[config.mk]
export PLATFORM = sky130hd
export DESIGN_NAME = instr_fetch
export DESIGN_NICKNAME = d
export VERILOG_FILES = /design/src/rtl/instr_fetch.sv
export SDC_FILE = /design/constraint.sdc
export NUM_CORES = 1
export LEC_CHECK = 0
export CAP_MARGIN = 15
export CORE_ASPECT_RATIO = 1.5
export CORE_UTILIZATION = 40
export DETAILED_ROUTE_END_ITERATION = 8
export PLACE_DENSITY = 0.79
export SYNTH_ARGS = -nofsm -noshare
export SYNTH_HDL_FRONTEND = slang
export SYNTH_SLANG_ARGS = --single-unit
export TNS_END_PERCENT = 5
[constraint.sdc]
create_clock -name clk -period 1.6 [get_ports clk]
set_input_delay 0.16 -clock clk [delete_from_list [all_inputs] [get_ports clk]]
set_output_delay 0.16 -clock clk [all_outputs]
set_load 0.03 [all_outputs]
[src/rtl/instr_fetch.sv]
// Instruction fetch stage: holds the PC, reads 16-bit instructions from the program ROM, issues them to execute.
// Latency: run->mem_req 1 cycle, mem_ack->order/order_valid 1 cycle; best case one instruction per 2 cycles.
// Backpressure: order/order_valid held in ISSUE until exec_ready; a ROM read in flight always completes before issue.
//
// Ports: clk/rst_n (sync, active-low), run (fetch enable), mem_addr/mem_req/mem_ack/mem_rdata (ROM handshake),
//        order/order_valid/exec_ready (issue handshake), jump_en/jump_addr (redirect on accept), pc, halted.
// Optional build macro FETCH_SINGLE_STEP_EN adds a `step` input: one instruction fetched per step rising edge.
module instr_fetch #(
    parameter int              PC_W     = 8,
    parameter logic [PC_W-1:0] RESET_PC = '0,
    parameter logic [3:0]      HALT_OP  = 4'b1111
) (
    input  logic            clk,
    input  logic            rst_n,
    input  logic            run,
`ifdef FETCH_SINGLE_STEP_EN
    input  logic            step,
`endif
    output logic [PC_W-1:0] mem_addr,
    output logic            mem_req,
    input  logic            mem_ack,
    input  logic [15:0]     mem_rdata,
    output logic [15:0]     order,
    output logic            order_valid,
    input  logic            exec_ready,
    input  logic            jump_en,
    input  logic [PC_W-1:0] jump_addr,
    output logic [PC_W-1:0] pc,
    output logic            halted
);

    typedef enum logic [1:0] {
        IDLE  = 2'd0,
        FETCH = 2'd1,
        ISSUE = 2'd2,
        HALT  = 2'd3
    } state_t;

    state_t          state_q, state_d;
    logic [PC_W-1:0] pc_q, pc_d;
    logic [15:0]     order_q, order_d;
    logic            mem_req_q, mem_req_d;
    logic            order_valid_q, order_valid_d;
    logic            halted_q, halted_d;
    logic            go;

`ifdef FETCH_SINGLE_STEP_EN
    // Step edge is only consumed where a fetch may start; elsewhere it is simply lost.
    logic step_q, step_d;
    assign step_d = step;
    assign go     = run & step & ~step_q;
`else
    assign go     = run;
`endif

    always_comb begin
        state_d = state_q;
        pc_d    = pc_q;
        order_d = order_q;
        case (state_q)
            IDLE: begin
                if (go) state_d = FETCH;
            end
            FETCH: begin
                // run is deliberately ignored here: the outstanding read must finish.
                if (mem_ack) begin
                    order_d = mem_rdata;
                    state_d = ISSUE;
                end
            end
            ISSUE: begin
                if (exec_ready) begin
                    if (order_q[15:12] == HALT_OP) begin
                        state_d = HALT;
                    end else begin
                        pc_d    = jump_en ? jump_addr : pc_q + PC_W'(1);
                        state_d = go ? FETCH : IDLE;
                    end
                end
            end
            HALT:    state_d = HALT;
            default: state_d = IDLE;
        endcase
        // Outputs are registered from the next state so they line up with state_q.
        mem_req_d     = (state_d == FETCH);
        order_valid_d = (state_d == ISSUE);
        halted_d      = (state_d == HALT);
    end

    always_ff @(posedge clk) begin
        if (!rst_n) begin
            state_q       <= IDLE;
            pc_q          <= RESET_PC;
            order_q       <= 16'h0000;
            mem_req_q     <= 1'b0;
            order_valid_q <= 1'b0;
            halted_q      <= 1'b0;
`ifdef FETCH_SINGLE_STEP_EN
            step_q        <= 1'b0;
`endif
        end else begin
            state_q       <= state_d;
            pc_q          <= pc_d;
            order_q       <= order_d;
            mem_req_q     <= mem_req_d;
            order_valid_q <= order_valid_d;
            halted_q      <= halted_d;
`ifdef FETCH_SINGLE_STEP_EN
            step_q        <= step_d;
`endif
        end
    end

    assign pc          = pc_q;
    assign mem_addr    = pc_q;
    assign order       = order_q;
    assign mem_req     = mem_req_q;
    assign order_valid = order_valid_q;
    assign halted      = halted_q;

endmodule
==> flow_metrics.tcl <==
set metrics [dict create \
    status "finished clean" \
    insertion_delay_ns 0.28 \
    report.final.hold_viol_count 0 \
    synth_cells 164 \
    synthesis.area_per_instance_um2 8.278 \
    timing.critical_path.buf_inv 1 \
    critPathMaxFanout 4 \
    wire_length_after_detailed_routing_um 3498 \
    yosys_warnings 0 \
    drive_above_1_share_pct 5.430 \
    flip_flop_and_latch_count_after_synthesis 29 \
    powerDensity_nw_per_um2 886.6 \
    placed_cells 253 \
    initialDrtViolationCount 37 \
    areaGrowthSynthToFinish_pct 54.10 \
    critPathCaptureType "output port" \
    timing.hold.worst_path_depth 3 \
    worst_slew_margin_rel_pct 75.11 \
    io_pins 65 \
    criticalPathCategory "flip-flop to output port" \
    post-route-util_pct 65.57 \
    post_cts_hold_buffer_count 0 \
    number_of_unique_standard_cell_types_used_by_synthesis 37 \
    remaining_drc_errors 0 \
    final_cell_mix "54 x sky130_fd_sc_hd__clkdlybuf4s50_1, 47 x sky130_fd_sc_hd__nand2_1, 29 x sky130_fd_sc_hd__dfxtp_1, 18 x sky130_fd_sc_hd__a21boi_1, 8 x sky130_fd_sc_hd__dlygate4sd2_1" \
    synth_seq_area_share_pct 42.76 \
    mappedNetlistArea_um2 1358 \
    worst_ep_arrival_time_ns 1.38 \
    globalRoute.busiestLayer "met2" \
    rsz0062_at_grt "false" \
    timing.hold.worst.start "mem_rdata[9]" \
    critPathRequiredTime_ns 1.44 \
    met3_usage_pct 6.832 \
    die_y_um 73.35 \
    final_design_instance_area_without_fill_um2 2092 \
    nets 251 \
    wire_length_of_the_first_global_routing_pass_um 5706 \
    met2_demand_to_capacity_share_in_global_routing_pct 37.69 \
    class_of_the_tightest_hold_or_removal_check "primary input to flip-flop" \
    grt_use_met1_pct 20.10 \
    crit-reg2reg-capture "mem_addr[6]" \
    hold_slack_ns 0.4193 \
    num_antenna_cells 0 \
    first_global_vias 1355 \
    total_leakage_power_nw 0.8548 \
    h_tree_levels 2 \
    drv.max_cap_violation_count 0 \
    final_max_slew_viol_count 0 \
    cpLargestDelayFamily "buffers and inverters" \
    post_layout_nonfiller_instances 261 \
    initial_antenna_violation_count 0 \
    grt_overflow_total 0 \
    worst_slew_pin_slew_ns 0.3725 \
    die_footprint_um2 3636 \
    start_util_pct 42.55 \
    max_clock_freq_ghz 0.6497 \
    first_pass_iteration_count_of_the_detailed_router 4 \
    port_buffers 64 \
    floorplan_row_count 25 \
    path_clk_slew_ns 0.06 \
    crit_path_max_incr_delay_ns 0.70 \
    r2r_setup_slack_ns 0.20 \
    critPathSlowestCell "sky130_fd_sc_hd__clkdlybuf4s50_1" \
    grtUsageTotal_pct 20.47 \
    viasPerCell 5.211 \
    cts_tree "built" \
    cts_max_path_buffers 2 \
    cts_inserted_buffers 5 \
    min_period_over_period_pct 96.20 \
    min_cycle_time_layout_ns 1.539 \
    fin_tns_setup_ns 0 \
    report.final.setup_viol 0 \
    die-width_um 49.57 \
    post_dp_cell_area_um2 1981 \
    rr_startpoint "mem_addr[0]" \
    design.core.area_um2 3191 \
    grt_max_degree 30 \
    ir_drop_mv 0.6863 \
    synth_fp_nets 195 \
    antenna_left 0 \
    route.detailed.wl_per_inst_um 13.40 \
    reg2regPathDepth 5 \
    clock_sinks 29 \
    clockRootBuffer "sky130_fd_sc_hd__clkbuf_8" \
    routed-via-count 1360 \
    crit_chain "clkdlybuf4s50_1" \
    routabilityCongestion 0.8828 \
    worst_setup_path_start_kind "flip-flop" \
    post-dp-hpwl_um 2566 \
    timing.clock.skew_ns 0.007440 \
    mostFrequentLayoutCell "sky130_fd_sc_hd__clkdlybuf4s50_1" \
    end_of_the_worst_hold_path "order[9]" \
]
[cells by family after synthesis]
logic type | share of synthesized area [%]
buffers and inverters | 8.755
adder cells (fa/ha/maj) | 0.9215
flip-flops | 42.77
AND/OR/NAND/NOR | 21.84
AO/OA/AOI/OAI | 24.98
multiplexers | 0.7374
[sequential cells by signal, summed over array words and instances (netlist names)]
signal,count
mem_req,1
halted,1
state_q,2
mem_addr,8
order_valid,1
order,16
[report_power, final]
part           internal (mW)  switching, mW  leakage, nW
clock                  0.507          0.268       0.0585
sequential             0.752         0.0250        0.236
combinational          0.156          0.147        0.561
total                   1.41          0.441        0.855
[stage by stage]
stage	setup slack, ns	total power [mW]
floorplan	0.1382	0.9465
global placement	0.1300	1.090
finish	0.06073	1.855
CTS	0.007857	1.879
global route	0.01341	1.933
detailed placement	0.06791	1.097
[Yosys cell counts, drive strengths merged]
cell type,number,area [um^2]
and4,1,8.760
and4b,1,10.01
nand4,1,6.260
buf,15,100.1
a211o,1,8.760
nand2,47,176.4
dfxtp,29,580.6
nor3,2,10.01
o211ai,3,22.52
o21ai,4,20.01
o22ai,2,12.51
a21oi,7,35.03
o211a,2,20.02
nand4b,1,8.760
a41o,1,10.01
nand3,5,30.03
nor4,1,6.260
clkbuf,2,7.510
mux2i,1,10.01
ha,1,12.51
a22oi,1,7.510
o31ai,1,7.510
nor2,5,26.27
a32o,1,10.01
o221a,1,11.26
inv,3,11.26
o21a,3,22.52
nand3b,1,7.510
a31oi,1,6.260
a311o,1,10.01
nand2b,1,6.260
a21boi,18,135.1
[worst max-delay path by stage]
stage | from | end | slack (ns) | cells after the start
2_1_floorplan | mem_addr[0] | mem_addr[6] | 0.14 | 5
3_3_place_gp | run | mem_req | 0.13 | 5
3_5_place_dp | exec_ready | mem_addr[5] | 0.07 | 4
4_1_cts | mem_addr[3] | mem_addr[3] | 0.008 | 1
5_1_grt | mem_addr[4] | pc[4] | 0.01 | 1
6_report | order[14] | order[14] | 0.06 | 1
[layer usage]
metal  part of all wire, %  wire, um  vias to the layer above
met2                    52      1826                       56
li1                      -         -                      675
met1                    39      1348                      622
met4                   2.1        72                        0
met3                   7.2       251                        7
met5                     0         0                        -
[layout make-up]
class | count | area [um^2]
fill | 297 | 1099
timing repair buffer | 66 | 675.6
multi-input combinational | 115 | 658.1
sequential | 29 | 580.6
clock buffer | 7 | 86.33
tap | 40 | 50.05
clock inverter | 1 | 30.03
inverter | 3 | 11.26
[repair_timing]
item / CTS / global route
pin swaps: 0 / 0
buffers inserted: 0 / 0
setup endpoints to repair: 8 / 2
hold endpoints to repair: 0 / 0
resized for setup: 8 / 2
(Power assumes the default switching activity.)
